===== config.mk =====
export PLATFORM = sky130hd
export DESIGN_NAME = maria_bus_arbiter
export DESIGN_NICKNAME = d
export VERILOG_FILES = /design/src/rtl/maria_pkg.sv /design/src/rtl/maria_tick_counter.sv /design/src/rtl/maria_bus_arbiter.sv
export SDC_FILE = /design/constraint.sdc
export NUM_CORES = 1
export LEC_CHECK = 0
export BUFFER_PORTS_ARGS = -buffer_cell sky130_fd_sc_hd__buf_2
export CORE_MARGIN = 4
export CORE_UTILIZATION = 45
export DETAILED_ROUTE_END_ITERATION = 7
export GPL_TIMING_DRIVEN = 0
export HOLD_SLACK_MARGIN = 0.06
export PLACE_DENSITY_LB_ADDON = 0.15
export SYNTH_ARGS = -nofsm -noshare
export SYNTH_HDL_FRONTEND = slang
export SYNTH_HIERARCHICAL = 1
export SYNTH_SLANG_ARGS = --single-unit

===== constraint.sdc =====
create_clock -name clk_sys -period 2 [get_ports clk_sys]
set_clock_uncertainty 0.1 [all_clocks]
set_input_delay 0.5 -clock clk_sys [delete_from_list [all_inputs] [get_ports clk_sys]]
set_output_delay 0.5 -clock clk_sys [all_outputs]
set_load 0.005 [all_outputs]

===== src/rtl/maria_pkg.sv =====
// -----------------------------------------------------------------------------
// maria_pkg
// Shared types and constants for the Maria bus arbitration logic.
//   arb_state_t        : arbiter FSM state encoding
//   ARB_HALT_DELAY_MAX : largest supported halt settle delay (mclk0 ticks)
//   ARB_DELAY_W        : width of the settle-delay counter
//   arb_halts_cpu()    : true for states in which the 6502 is held halted
// -----------------------------------------------------------------------------
package maria_pkg;

   typedef enum logic [2:0] {
      ARB_CPU,
      ARB_HALT_PEND,
      ARB_HALT_WAIT,
      ARB_DMA,
      ARB_DBG,
      ARB_RELEASE
   } arb_state_t;

   localparam int unsigned ARB_HALT_DELAY_MAX = 7;
   localparam int unsigned ARB_DELAY_W        = 3;

   function automatic logic arb_halts_cpu(input arb_state_t s);
      return (s == ARB_HALT_PEND) || (s == ARB_HALT_WAIT) ||
             (s == ARB_DMA)       || (s == ARB_DBG);
   endfunction

endpackage


===== src/rtl/maria_tick_counter.sv =====
// -----------------------------------------------------------------------------
// maria_tick_counter
// Saturating up-counter with synchronous clear and count enable.
// Clear has priority over a coincident enable.
//   i_clk_sys  : system clock
//   i_reset_b  : asynchronous active-low reset
//   i_clr      : clear count to zero
//   i_en       : increment by one (holds at all-ones)
//   o_count    : current count
// -----------------------------------------------------------------------------
module maria_tick_counter #(
   parameter int unsigned W = 13
) (
   input  logic         i_clk_sys,
   input  logic         i_reset_b,
   input  logic         i_clr,
   input  logic         i_en,
   output logic [W-1:0] o_count
);

   logic [W-1:0] r_count;

   always_ff @(posedge i_clk_sys or negedge i_reset_b) begin
      if (!i_reset_b) begin
         r_count <= '0;
      end else if (i_clr) begin
         r_count <= '0;
      end else if (i_en && (r_count != '1)) begin
         r_count <= r_count + 1'b1;
      end
   end

   assign o_count = r_count;

endmodule


===== src/rtl/maria_bus_arbiter.sv =====
// -----------------------------------------------------------------------------
// maria_bus_arbiter
// Shares the system bus between the 6502, Maria DMA and the debug port.
// Sequences halt -> CPU cycle boundary -> settle delay -> grant, and counts
// mclk0 ticks spent with the CPU halted since the last line restart.
//   clk_sys      : system clock (all strobes are one clk_sys wide)
//   reset_b      : asynchronous active-low reset
//   mclk0/mclk1  : Maria phase strobes (mclk0 is the FSM step enable)
//   pclk1        : CPU cycle-boundary strobe
//   lrc          : line restart, clears halted_ticks
//   dma_req/done : DMA request level / burst-complete (sampled on mclk1)
//   dbg_req      : debug port request level
//   halt_b       : CPU halt, active-low
//   dma_grant    : DMA owns the bus
//   dbg_grant    : debug port owns the bus
//   drive_AB     : Maria drives the address bus
//   busy         : arbiter not idle in CPU state
//   halted_ticks : mclk0 ticks with halt_b low since last lrc (saturating)
// -----------------------------------------------------------------------------
module maria_bus_arbiter
   import maria_pkg::*;
#(
   parameter int unsigned HALT_DELAY = 2,
   parameter int unsigned CNT_W      = 13
) (
   input  logic             clk_sys,
   input  logic             reset_b,
   input  logic             mclk0,
   input  logic             mclk1,
   input  logic             pclk1,
   input  logic             lrc,
   input  logic             dma_req,
   input  logic             dma_done,
   input  logic             dbg_req,
   output logic             halt_b,
   output logic             dma_grant,
   output logic             dbg_grant,
   output logic             drive_AB,
   output logic             busy,
   output logic [CNT_W-1:0] halted_ticks
);

   localparam logic [ARB_DELAY_W-1:0] LP_DELAY = ARB_DELAY_W'(HALT_DELAY);

   arb_state_t             r_state;
   arb_state_t             w_next;
   logic [ARB_DELAY_W-1:0] r_delay;
   logic [ARB_DELAY_W-1:0] w_delay_next;
   logic                   r_done_seen;
   logic                   w_done_next;

   logic r_halt_b;
   logic r_dma_grant;
   logic r_dbg_grant;
   logic r_drive_AB;
   logic r_busy;

   logic w_any_req;
   logic w_tick_en;

   assign w_any_req = dma_req | dbg_req;

   // Next-state logic. The only transition not gated by mclk0 is the
   // HALT_PEND exit on pclk1, which also wins over a coincident mclk0.
   always_comb begin
      w_next       = r_state;
      w_delay_next = r_delay;
      w_done_next  = r_done_seen;
      unique case (r_state)
         ARB_CPU: begin
            if (mclk0 && w_any_req) w_next = ARB_HALT_PEND;
         end
         ARB_HALT_PEND: begin
            if (pclk1) begin
               w_next       = ARB_HALT_WAIT;
               w_delay_next = LP_DELAY;
            end else if (mclk0 && !w_any_req) begin
               w_next = ARB_RELEASE;
            end
         end
         ARB_HALT_WAIT: begin
            if (mclk0) begin
               if (r_delay <= ARB_DELAY_W'(1)) begin
                  w_delay_next = '0;
                  if (dma_req)      w_next = ARB_DMA;
                  else if (dbg_req) w_next = ARB_DBG;
                  else              w_next = ARB_RELEASE;
               end else begin
                  w_delay_next = r_delay - 1'b1;
               end
            end
         end
         ARB_DMA: begin
            if (mclk1 && dma_done) w_done_next = 1'b1;
            // Exit is evaluated after the sample so that clearing the flag
            // on the leaving mclk0 takes precedence.
            if (mclk0 && r_done_seen) begin
               w_done_next = 1'b0;
               w_next      = dbg_req ? ARB_DBG : ARB_RELEASE;
            end
         end
         ARB_DBG: begin
            if (mclk0) begin
               if (dma_req)       w_next = ARB_DMA;
               else if (!dbg_req) w_next = ARB_RELEASE;
            end
         end
         ARB_RELEASE: begin
            if (mclk0) w_next = ARB_CPU;
         end
         default: begin
            w_next = ARB_CPU;
         end
      endcase
   end

   // State and registered outputs. Outputs are decoded from the next state
   // so that a DBG->DMA handover swaps the grants on the same edge and
   // drive_AB stays high throughout.
   always_ff @(posedge clk_sys or negedge reset_b) begin
      if (!reset_b) begin
         r_state     <= ARB_CPU;
         r_delay     <= '0;
         r_done_seen <= 1'b0;
         r_halt_b    <= 1'b1;
         r_dma_grant <= 1'b0;
         r_dbg_grant <= 1'b0;
         r_drive_AB  <= 1'b0;
         r_busy      <= 1'b0;
      end else begin
         r_state     <= w_next;
         r_delay     <= w_delay_next;
         r_done_seen <= w_done_next;
         r_halt_b    <= !arb_halts_cpu(w_next);
         r_dma_grant <= (w_next == ARB_DMA);
         r_dbg_grant <= (w_next == ARB_DBG);
         r_drive_AB  <= (w_next == ARB_DMA) || (w_next == ARB_DBG);
         r_busy      <= (w_next != ARB_CPU);
      end
   end

   assign w_tick_en = mclk0 & ~r_halt_b;

   maria_tick_counter #(
      .W (CNT_W)
   ) u_halted_ticks (
      .i_clk_sys (clk_sys),
      .i_reset_b (reset_b),
      .i_clr     (lrc),
      .i_en      (w_tick_en),
      .o_count   (halted_ticks)
   );

   assign halt_b    = r_halt_b;
   assign dma_grant = r_dma_grant;
   assign dbg_grant = r_dbg_grant;
   assign drive_AB  = r_drive_AB;
   assign busy      = r_busy;

endmodule


==> summary.md <==
| Metric | Value |
|---|---|
| Starting Density | 47.5% |
| WHS | 0.261 ns |
| Sequential share of the synthesized area | 42.9% |
| Largest net degree at the start of global routing | 26 |
| TritonCTS Sinks | 25 |
| Final min period | 1.99 ns |
| Clk root buf | clkbuf_4 |
| Tot Pwr | 1.94 mW |
| Syn_area_per_cell | 10.0 sq um |
| Vias | 1,227 |
| Clk pwr share | 12.8% |
| ANT cells | 0 |
| Share of layout cells above drive strength 1 | 36.6% |
| DR WL/cell | about 14 um |
| Internal power | 1.21 mW |
| Power per cell area | approximately 1100 mW/mm^2 |
| Std cell rows | 20 |
| Number of antenna violations at the first check in global routing | 0 |
| Syn Inst Count | 146 |
| Hold worst-path end | u_halted_ticks/o_count[2] |
| Worst-path cell chain | ha_2 > o21bai_4 > nor4b_4 > or4_4 > or2_4 > o21bai_1 |
| Leak pwr | 0.837 nW |
| Buf/Inv on CP | 0 |
| Max FO, Critical Path | 4 |
| Max_slew headroom | 63.0% |
| Capturing point of the worst reg2reg path | drive_AB |
| Hold path startpoint | lrc |
| Sw frac | 37.5% |
| Slew Viols, Final | 0 |
| Hold Path Cell Cnt | 2 |
| CP delay by family, top | simple AND/OR/NAND/NOR gates |
| Final instance area | roughly 0.0018 sq mm |
| Fin cells | 227 |
| CP peak stage delay | 0.51 ns |
| Vias in the first global route | 1,246 |
| Number of max-cap violations | 0 |
| Final setup viols | 0 |
| Yosys warns | 6 |
| RSZ-0062 raised after global routing | yes |
| Hold/Removal Path Class | input pin to flop |
| Die width | 65.0 um |
| Post-DRT Antenna Nets | 0 |
| Reg2Reg Setup Slack | roughly 0.014 ns |
| Top cells by area, synth | dfrtp_1, nor2_1, a21oi_1 |
| Core area | 0.00308 sq mm |
| GP Congestion | 0.782 |
| CP required | 2.17 ns |
| Worst EP arrival | 2.16 ns |
| Routed WL | 3.15 mm |
| Post-synth ARST share | 100% |
| Drt pass-1 iters | 4 |
| Main synth FF type | dfrtp_1 |
| TritonCTS buffer count | 3 |
| DRC violation total after the first TritonRoute iteration | 51 |
| Drc violations | 0 |
| Dpl cells | 216 |
| Maximum ir drop on the vdd rail | 826 uV |
| Area after DPL | 0.00165 sq mm |
| R2R cell count | 6 |
| Most frequent cells in the layout | buf_2, dfrtp_1, nor2_1 |
| Post-synth cell types | 52 |
| Synthesized flop and latch total | 25 |
| GRT Residual Overflow | 0 |
| TritonCTS clock tree | done |
| Later-pin clock latency in the skew report | 0.33 ns |
| Hold Vio Cnt, Final | 0 |
| Fmax | between 0.5 and 0.6 GHz |
| Post-synth EDFFs | 0 |
| DP Wirelength | 2.25 mm |
| Startpoint types | flop |
| I/O pins | 27 |
| Clk buf depth | 2 |
| Die ar. | ~0.0042 sq mm |
| Outcome | finished, final reports clean |
| Reg-to-Reg Start | r_delay[0] |
| Final core occ | between 50 and 60% |
| Comb pwr share | 50.5% |
| CTS H-tree lvls | 1 |
| Final net count | 196 |
| GRT Total Usage | 16.2% |
| Period utilization | about 99% |
| Kind of critical path | flop to flop |
| Worst path slowest cell | or4_4 |
| Port bufs | 26 |
| Top-area cell type share of the netlist area | 41.1% |
| Dominant cell type by area after synthesis | dfrtp_1 |
| Most common cell after layout, fill and taps aside | buf_2 |
| Worst-margin pin slew | between 0.5 and 0.6 ns |
| Sequential Power Share | 36.7% |
| Setup crit end kind | flop |
| Area grow syn2layout | 21.9% |
| Die height | 65.0 um |
| Via density | between 5 and 6 |
| First-pass GRT wire length | 5.51 mm |
| Synthesized Nets | 158 |
| Clock-pin slew on the worst setup and hold paths | 0.15 ns |
| Switching pwr | approximately 0.73 mW |
| Synth Cell Area | between 0.001 and 0.0015 sq mm |
[kinds of logic after synthesis]
logic type	share of synthesized area, %
AOI/OAI and AO/OA	17.2
xor gates and xnor gates	1.80
adders and majority gates	2.57
buffers and inverters	5.99
DFF	42.9
muxes	1.46
and+or+nand+nor	28.1
[power groups by stage]
stage | combinational [mW] | clock, mW | sequential (mW)
global placement | 0.798 | 0 | 0.723
detailed placement | 0.812 | 0 | 0.728
finish | 0.981 | 0.249 | 0.712
global route | 1.11 | 0.279 | 0.729
CTS | 0.868 | 0.255 | 0.709
floorplan | 0.621 | 0 | 0.719
[registers in the layout (all words and copies together) (netlist names)]
register / count
u_halted_ticks/o_count: 13
dbg_grant: 1
r_done_seen: 1
busy: 1
halt_b: 1
r_delay: 3
drive_AB: 1
dma_grant: 1
r_state: 3
[cell type report]
cell class / instances / area (sq um)
Clock inverter: 1 / 7.51
Tap cell: 44 / 55.1
Clock buffer: 3 / 22.5
Buffer: 5 / 50.0
Fill cell: 304 / 1300
Sequential cell: 25 / 629
Multi-Input combinational cell: 106 / 795
Timing Repair Buffer: 33 / 185
Inverter: 10 / 37.5
[Yosys cell counts, types with 3 or more instances]
library cell	instances
nand3_1	4
nor3_1	6
nor2b_1	3
or4_1	3
o31ai_1	4
o21ai_0	3
buf_6	3
ha_1	3
nand2_1	9
a21oi_1	8
dfrtp_1	24
a31oi_1	3
nor2_1	14
nand4_1	3
inv_1	10
[how the worst max path moves through the flow]
stage / start / to / slack [ns] / cells past startpoint
5_1_grt: r_delay[1] / drive_AB / -0.07 / 7
2_1_floorplan: mclk0 / u_halted_ticks/o_count[9] / 0.03 / 6
4_1_cts: r_delay[1] / drive_AB / 0.02 / 7
3_5_place_dp: mclk0 / u_halted_ticks/o_count[9] / -0.32 / 7
3_3_place_gp: mclk0 / u_halted_ticks/o_count[9] / -0.29 / 7
6_report: r_delay[0] / drive_AB / 0.01 / 6
[through the flow]
step	setup WS, ns	setup TNS, ns
2_1_floorplan	0.0313	0
3_3_place_gp	-0.293	-1.16
3_5_place_dp	-0.323	-1.45
4_1_cts	0.0202	0
5_1_grt	-0.0712	-0.0752
6_report	0.0135	0
[per-layer routing]
| metal | share of wire, % | GRT usage, % | wire length, um |
|---|---|---|---|
| met4 | 1.5 | 5.80 | 48 |
| met3 | 3.4 | 2.25 | 106 |
| met2 | 45 | 26.1 | 1420 |
| met5 | 0 | 0 | 0 |
| met1 | 50 | 22.1 | 1570 |
[timing repair]
action | CTS | global route
hold buffers | 1 | 0
endpoints found under the hold margin | 24 | 0
setup buffers | 2 | 4
resized for setup | 1 | 13
pin swaps | 0 | 2
endpoints found under the setup margin | 3 | 9
Power figures use the tool's default switching activity.
